<file path="src/rtl/step_sched_pkg.sv">
// Shared definitions for the step scheduler: the FSM state type and the
// speed range limits used by the speed register and the auto timer.
package step_sched_pkg;

    localparam int SPEED_MIN = 1;
    localparam int SPEED_MAX = 7;
    localparam int SPEED_W   = 3;

    // Encoding 3 is unused; the FSM default branch returns it to MANUAL.
    typedef enum logic [1:0] {
        MANUAL     = 2'd0,
        AUTO_RUN   = 2'd1,
        AUTO_PAUSE = 2'd2
    } state_e;

endpackage

</file>
<file path="src/rtl/btn_debounce.sv">
// Button conditioner: 2-flop synchronizer, stable-level debounce and
// rising-edge detect.
//   clk, rst : clock, synchronous active-high reset
//   btn      : raw asynchronous button level
//   level    : debounced level
//   press    : one-cycle pulse after each accepted rising level
module btn_debounce #(
    parameter int DEBOUNCE_CYCLES = 4
) (
    input  logic clk,
    input  logic rst,
    input  logic btn,
    output logic level,
    output logic press
);
    localparam int CW = $clog2(DEBOUNCE_CYCLES);

    logic          s1, s2;
    logic          db, db_prev;
    logic [CW-1:0] cnt;

    always_ff @(posedge clk) begin
        if (rst) begin
            s1      <= 1'b0;
            s2      <= 1'b0;
            db      <= 1'b0;
            db_prev <= 1'b0;
            cnt     <= '0;
        end else begin
            s1      <= btn;
            s2      <= s1;
            db_prev <= db;
            // Any sample that agrees with the accepted level restarts the
            // count, so only an unbroken run of differing samples flips db.
            if (s2 == db) begin
                cnt <= '0;
            end else if (cnt == CW'(DEBOUNCE_CYCLES - 1)) begin
                db  <= s2;
                cnt <= '0;
            end else begin
                cnt <= cnt + 1'b1;
            end
        end
    end

    assign level = db;
    assign press = db & ~db_prev;

endmodule

</file>
<file path="src/rtl/step_scheduler.sv">
// Step pulse generator for the 7-segment state counter. Manual mode emits
// one step per trigger press; auto mode emits steps from a speed-dependent
// timer with pause/resume on the trigger.
//   clk, rst          : clock, synchronous active-high reset
//   mode              : 0 manual, 1 auto (synchronized, not debounced)
//   trig              : raw trigger button
//   spd_up, spd_down  : raw speed buttons
//   step              : registered one-cycle advance pulse
//   speed             : registered speed, 1..7
//   mode_led          : high in AUTO_RUN or AUTO_PAUSE
//   pause_led         : high in AUTO_PAUSE
module step_scheduler
    import step_sched_pkg::*;
#(
    parameter int DEBOUNCE_CYCLES = 4,
    parameter int BASE_PERIOD     = 8
) (
    input  logic               clk,
    input  logic               rst,
    input  logic               mode,
    input  logic               trig,
    input  logic               spd_up,
    input  logic               spd_down,
    output logic               step,
    output logic [SPEED_W-1:0] speed,
    output logic               mode_led,
    output logic               pause_led
);
    localparam int TW = $clog2(7 * BASE_PERIOD);

    logic               mode_s1, mode_s2;
    logic               trig_press, up_press, dn_press;
    state_e             state, state_nxt;
    logic [TW-1:0]      timer, timer_nxt;
    logic               step_nxt;
    logic [SPEED_W-1:0] speed_nxt;
    logic [TW:0]        lim;
    logic               wrap;

    btn_debounce #(.DEBOUNCE_CYCLES(DEBOUNCE_CYCLES)) u_trig (
        .clk(clk), .rst(rst), .btn(trig), .level(), .press(trig_press)
    );
    btn_debounce #(.DEBOUNCE_CYCLES(DEBOUNCE_CYCLES)) u_up (
        .clk(clk), .rst(rst), .btn(spd_up), .level(), .press(up_press)
    );
    btn_debounce #(.DEBOUNCE_CYCLES(DEBOUNCE_CYCLES)) u_dn (
        .clk(clk), .rst(rst), .btn(spd_down), .level(), .press(dn_press)
    );

    // Period minus one; >= rather than == so a speed increase that drops
    // the limit below the running count fires on the next cycle.
    assign lim  = (TW+1)'(BASE_PERIOD * (SPEED_MAX + 1 - int'(speed)) - 1);
    assign wrap = ({1'b0, timer} >= lim);

    always_comb begin
        state_nxt = state;
        timer_nxt = timer;
        step_nxt  = 1'b0;
        case (state)
            MANUAL: begin
                timer_nxt = '0;
                if (mode_s2) state_nxt = AUTO_RUN;
                else         step_nxt  = trig_press;
            end
            AUTO_RUN: begin
                if (!mode_s2) begin
                    state_nxt = MANUAL;
                    timer_nxt = '0;
                end else if (trig_press) begin
                    state_nxt = AUTO_PAUSE;
                end else if (wrap) begin
                    step_nxt  = 1'b1;
                    timer_nxt = '0;
                end else begin
                    timer_nxt = timer + 1'b1;
                end
            end
            AUTO_PAUSE: begin
                if (!mode_s2) begin
                    state_nxt = MANUAL;
                    timer_nxt = '0;
                end else if (trig_press) begin
                    state_nxt = AUTO_RUN;
                end
            end
            default: begin
                state_nxt = MANUAL;
                timer_nxt = '0;
            end
        endcase
    end

    always_comb begin
        speed_nxt = speed;
        if (up_press && !dn_press && speed != SPEED_W'(SPEED_MAX))
            speed_nxt = speed + 1'b1;
        else if (dn_press && !up_press && speed != SPEED_W'(SPEED_MIN))
            speed_nxt = speed - 1'b1;
    end

    always_ff @(posedge clk) begin
        if (rst) begin
            mode_s1   <= 1'b0;
            mode_s2   <= 1'b0;
            state     <= MANUAL;
            timer     <= '0;
            step      <= 1'b0;
            speed     <= SPEED_W'(SPEED_MIN);
            mode_led  <= 1'b0;
            pause_led <= 1'b0;
        end else begin
            mode_s1   <= mode;
            mode_s2   <= mode_s1;
            state     <= state_nxt;
            timer     <= timer_nxt;
            step      <= step_nxt;
            speed     <= speed_nxt;
            mode_led  <= (state_nxt == AUTO_RUN) || (state_nxt == AUTO_PAUSE);
            pause_led <= (state_nxt == AUTO_PAUSE);
        end
    end

endmodule

</file>
<file path="config.mk">
export PLATFORM = sky130hd
export DESIGN_NAME = step_scheduler
export DESIGN_NICKNAME = d
export VERILOG_FILES = /design/src/rtl/step_sched_pkg.sv /design/src/rtl/btn_debounce.sv /design/src/rtl/step_scheduler.sv
export SDC_FILE = /design/constraint.sdc
export NUM_CORES = 1
export LEC_CHECK = 0
export ABC_AREA = 0
export BUFFER_PORTS_ARGS = -buffer_cell sky130_fd_sc_hd__buf_4
export CAP_MARGIN = 20
export CORE_MARGIN = 3
export CORE_UTILIZATION = 55
export DETAILED_ROUTE_END_ITERATION = 10
export GPL_ROUTABILITY_DRIVEN = 0
export PLACE_DENSITY_LB_ADDON = 0.3
export SYNTH_ARGS = -nofsm -noshare
export SYNTH_HDL_FRONTEND = slang
export SYNTH_SLANG_ARGS = --single-unit
</file>
<file path="constraint.sdc">
create_clock -name clk -period 3.6 [get_ports clk]
set_input_delay 1.08 -clock clk [delete_from_list [all_inputs] [get_ports clk]]
set_output_delay 1.08 -clock clk [all_outputs]
set_load 0.03 [all_outputs]
</file>
Yosys cells after proc, flatten, opt, wreduce, memory -nomap -nowiden
Cells that the tools add are included.
Operators by class
  $add $sub $neg: 8
  order comparisons: 1
  eq/ne operators: 14
  mux-type cells: 18
  bitwise logic cells: 9
  reduce and logical (&&, ||, !) cells: 16
Operator list (count)
  two-way mux 6 bit: 4
  one-hot mux 6 bit (2 select lines): 1
  equality test 2 bit, second input constant: 5
  two-way mux 2 bit: 5
  OR reduction 3 bit: 3
  AND reduction 2 bit: 4
  greater-or-equal comparator 6 x 7 -> 1 bit: 1
  subtractor 7 x 2 -> 7 bit, second input constant: 1
  adder 2 x 1 -> 2 bit, second input constant: 3
  adder 6 x 1 -> 6 bit, second input constant: 1
  two-way mux 3 bit: 2
  != test 3 bit, second input constant: 2
  NOT 1 bit: 6
  one-hot mux 2 bit (3 select lines): 1
  equality test 2 x 1 -> 1 bit, second input constant: 2
  logical AND 1 bit: 4
  two-way mux 1 bit: 4
  subtractor 4 x 3 -> 4 bit, first input constant: 1
  adder 3 x 1 -> 3 bit, second input constant: 1
  bitwise AND 1 bit: 3
  equality test 1 bit: 3
  != test 3 x 1 -> 1 bit, second input constant: 1
  subtractor 3 x 1 -> 3 bit, second input constant: 1
  zero test 1 bit: 2
  other kinds (5): 5
Word-level totals
  register bits after elaboration: 34
  output and inout bits: 6
  logic and storage cells: 89

Depth between registers and ports, before layout
  depth in word-level cells: 7
  mapped depth: 7

Cells and area by module
A second synthesis with hierarchy kept.
Unflattened totals
  cell total of the unflattened synthesis: 152
  area total of the unflattened synthesis: 1537.7 µm²
Modules (own cells, without submodules)
  step_scheduler: times used 1, cells an instance 104, area an instance 933.4 µm², sequential area each 320.3 µm²
  btn_debounce: times used 3, cells an instance 16, area an instance 201.4 µm², sequential area each 120.1 µm²

Worst setup path after synthesis
No wires, ideal clock.
  path type: register to register
  start: reg speed[1]
  end: reg timer[5]
  library setup time: 0.074 ns
  arrival time: 2.238 ns
  setup slack: 1.287 ns
  stages on the path, launching flop included: 8
  clock period less this slack: 2.313 ns
  cell sequence: dfxtp_1 -> inv_1 -> ha_1 -> nor4bb_1 -> a211oi_2 -> o22ai_2 -> or4b_1 -> a31oi_1
Between the ends
  cells in the longest elaborated chain, start to end: 7
RTL lines
  from (decl): RTL line step_scheduler.sv:25  | output logic [SPEED_W-1:0] speed,
  from (signal assigned): RTL line step_scheduler.sv:108  | speed <= SPEED_W'(SPEED_MIN);
  from (signal assigned): RTL line step_scheduler.sv:117  | speed <= speed_nxt;
  subtractor 4 x 3 -> 4 bit: RTL line step_scheduler.sv:52  | assign lim = (TW+1)'(BASE_PERIOD * (SPEED_MAX + 1 - int'(speed)) - 1);
  subtractor 7 x 2 -> 7 bit: RTL line step_scheduler.sv:52
  greater-or-equal comparator 6 x 7 -> 1 bit: RTL line step_scheduler.sv:53  | assign wrap = ({1'b0, timer} >= lim);
  two-way mux 6 bit: RTL line step_scheduler.sv:71  | end else if (wrap) begin
  two-way mux 6 bit: RTL line step_scheduler.sv:69  | end else if (trig_press) begin
  two-way mux 6 bit: RTL line step_scheduler.sv:66  | if (!mode_s2) begin
  one-hot mux 6 bit (2 select lines): RTL line step_scheduler.sv:59  | case (state)
  to (signal assigned): RTL line step_scheduler.sv:115  | timer <= timer_nxt;
  to (decl): RTL line step_scheduler.sv:34  | logic [TW-1:0] timer, timer_nxt;
No other way between the ends. The select of a mux whose other input is x is not followed.
A chain may end at the register's enable or synchronous reset.

Worst setup path after layout
  start: reg speed[0]
  end: reg timer[5]
The elaborated chain is that of the path after synthesis.

==> out/metrics.yaml <==
hold_viol: 0
crit_cells: 7
clock_latency_ns: 0.34
syn_inst: 164
die-height_um: 58.5
post_cts_buffers: 0
start_util_pct: 59.6
cts_resized: 0
crit_fanout: 9
synth_compound_area_share_pct: 10.1
path_buf_inv: 1
cp.arrival_ns: 2.62
num_antenna_cells: 0
maxCapViolations: 0
place.port_buffers: 11
cts-root-buf: "clkbuf_4"
comb_power_share_pct: 2.3
timing.fmax_mhz: 427
grt_max_degree: 32
wl_per_cell_um: 11.6
vias: 1122
hold_class: "flop to flop"
pwr-share-clk_pct: 47.4
holdWs_ns: 0.422
cts_buffers: 5
grt_pass1_vias: 1020
clkTransAtPathRegs_ns: 0.11
yosys.area_share.simple_pct: 25.9
crit_chain: "inv_1 -> ha_1 -> nor4bb_1 -> a211oi_2 -> o22ai_2 -> or4b_1 -> a31oi_1"
power_uw: 764
fin_worst_skew_ns: 0.0145
grt_pass1_wl_um: 4210
fin_crit_sh_pct: 65.0
yosysWarnings: 0
cpLargestDelayFamily: "simple AND/OR/NAND/NOR gates"
run_status: "finished, final reports clean"
route.detailed.drc: 0
avgSynthCellArea_sq_um: 9.25
post-route-min-period_ns: 2.34
first_pass_iters: 4
drive_gt1_share_pct: 11.8
fp.dieW_um: 58.5
cts_hold_buf: 0
relSlewSlack_pct: 67.1
regArea_sq_um: 681
reg2regPathDepth: 7
final_nets: 195
yosys-mux-area-fraction_pct: 3.96
synth_adder_area_share_pct: 9.89
p_per_area_mw_per_mm2: 442
synthesis.area_sq_mm: 0.00152
yosysUniqueCellTypes: 32
peakVddDrop_uv: 365
intPower_uw: 626
power_leakage_uw: 0.000687
cts_tree: "built"
core-area_sq_mm: 0.00254
setup_violations: 0
clockBufferDepth: 2
slew_viol_final: 0
drt-initial-drc-count: 29
vias_per_cell: 5.39
worstSetupPathType: "flop to flop"
syn-num-nets: 182
multiInputGateArea_sq_um: 791
worst_pin_slew_ns: 0.490
io_pins: 12
holdPathStages: 1
cts_sinks: 34
grt_usage_pct: 16.4
p_switching_uw: 138
ys_ff_latch: 34
crit_slowest_cell: "dfxtp_1"
h-tree-depth: 2
worstSetupEndpointType: "flop"
hpwl_um: 1710
rsz0062_at_grt: "no"
drt_wl_total_um: 2410
worstSetupStartpointType: "flop"
rows: 18
fillers: 218
grt_overflow: 0
seqPwrFrac_pct: 50.4
dieArea_sq_mm: 0.00343
fin_util_pct: 67.9
area_growth_pct: 13.9
antenna_found_initial: 0
synth_top_family_by_area: "simple AND/OR/NAND/NOR gates"
cp.required_ns: 3.88
synth_xor_area_share_pct: 2.31
setup_tns_ns: 0
switching_share_pct: 18.1
ant_nets: 0
slowest_delay_ns: 0.50
ys_seq_area_share_pct: 44.8
## layer usage
metal | GRT usage (%) | part of all wire, %
met5 | 0 | 0
met3 | 6.58 | 4.2
met2 | 26.0 | 47
met4 | 8.94 | 1.7
met1 | 18.9 | 47
## cells in the final DEF (no fill, tap or decap), drive strengths merged
cell type / netlist / layout
o21a: 1 / 1
o21ai: 4 / 4
nand4: 2 / 2
clkbuf: 4 / 6
nand2: 12 / 12
or4b: 1 / 1
o2111ai: 1 / 1
mux2i: 6 / 6
a21o: 1 / 1
o21bai: 1 / 1
or3: 6 / 6
nor3: 3 / 3
dfxtp: 34 / 34
nand3: 7 / 7
a211oi: 2 / 2
xnor2: 4 / 4
nor4bb: 2 / 2
inv: 7 / 7
nand2b: 3 / 3
nor2: 15 / 15
a31oi: 3 / 3
o41ai: 1 / 1
a21oi: 7 / 7
or3b: 1 / 1
o22ai: 2 / 2
nor3b: 2 / 2
nor2b: 17 / 17
buf: 1 / 11
bufinv: 0 / 2
ha: 12 / 12
and3: 2 / 2
## path summary, 6_finish.rpt
path | slack [ns] | from | end
worst min register to register | 0.42 | u_trig.cnt[0] | u_trig.cnt[0]
worst max-delay path | 1.26 | speed[0] | timer[5]
worst max register to register | 1.26 | speed[0] | timer[5]
worst min-delay path | 0.42 | u_trig.cnt[0] | u_trig.cnt[0]
## worst register-to-register path, delay by kind of cell, from the launching register on
family	cells	cell delay, ns
AND/OR/NAND/NOR	2	0.81
flip-flops	1	0.50
AO/OA/AOI/OAI	3	0.50
adder cells (fa/ha/maj)	1	0.38
buffers and inverters	1	0.09
## cells in the mapped netlist
| cell | n | share of area (%) |
|---|---|---|
| o21a_1 | 1 | 0.49 |
| nand4_1 | 2 | 0.82 |
| nand3_1 | 7 | 2.3 |
| nor3b_1 | 2 | 0.99 |
| a211oi_2 | 1 | 0.82 |
| nor2b_1 | 17 | 7.0 |
| o41ai_1 | 1 | 0.58 |
| buf_2 | 1 | 0.33 |
| dfxtp_1 | 34 | 45 |
| nor2_1 | 15 | 3.7 |
| a31oi_1 | 3 | 1.2 |
| nand2b_1 | 3 | 1.2 |
| o22ai_1 | 1 | 0.41 |
| mux2i_1 | 6 | 4.0 |
| a211oi_1 | 1 | 0.49 |
| o2111ai_1 | 1 | 0.58 |
| clkbuf_1 | 4 | 0.99 |
| or3b_1 | 1 | 0.58 |
| ha_1 | 12 | 9.9 |
| nand2_1 | 12 | 3.0 |
| or4b_1 | 1 | 0.66 |
| nor4bb_1 | 2 | 1.3 |
| or3_1 | 6 | 2.5 |
| nor3_1 | 3 | 0.99 |
| xnor2_1 | 4 | 2.3 |
| and3_1 | 2 | 0.82 |
| a21o_1 | 1 | 0.49 |
| inv_1 | 7 | 1.7 |
| o22ai_2 | 1 | 0.82 |
| a21oi_1 | 7 | 2.3 |
| o21ai_0 | 4 | 1.3 |
| o21bai_1 | 1 | 0.49 |
## area by class of cell
cell class | instances | share of cell area (%)
multi-input cells | 118 | 45.7
flip-flops and latches | 34 | 39.4
repair buffers | 11 | 4.78
clock inverters | 2 | 3.47
clock buffers | 6 | 2.97
well taps | 30 | 2.17
inverters | 7 | 1.52
## flip-flops by register name, summed over array words and instances, names as in the netlist, 2 cells and up
| name | count |
|---|---|
| timer | 6 |
| speed | 3 |
| state | 2 |
| u_dn.cnt | 2 |
| u_trig.cnt | 2 |
| u_up.cnt | 2 |
## power by group through the flow
stage	registers (uW)	clock network [uW]	logic, uW
finish	385	362	17.4
global route	386	387	19.9
CTS	385	370	17.7
detailed placement	393	0	17.4
global placement	393	0	16.9
floorplan	393	0	10.8
## per-stage QoR
step	instance area (sq um)	setup WS, ns	cells
finish	1730	1.26	208
global route	1730	1.07	208
CTS	1730	1.24	208
detailed placement	1620	1.26	200
global placement	1620	1.38	200
floorplan	1520	1.29	164
## kinds of logic (layout without fill, tap and decap cells)
group,count (synthesis),count (layout)
simple gates,73,73
fa+ha+maj,12,12
mux,6,6
flops,34,34
compound gates,23,23
xor+xnor,4,4
buf+inv,12,26
No activity file was read; power rests on OpenSTA's default activity.
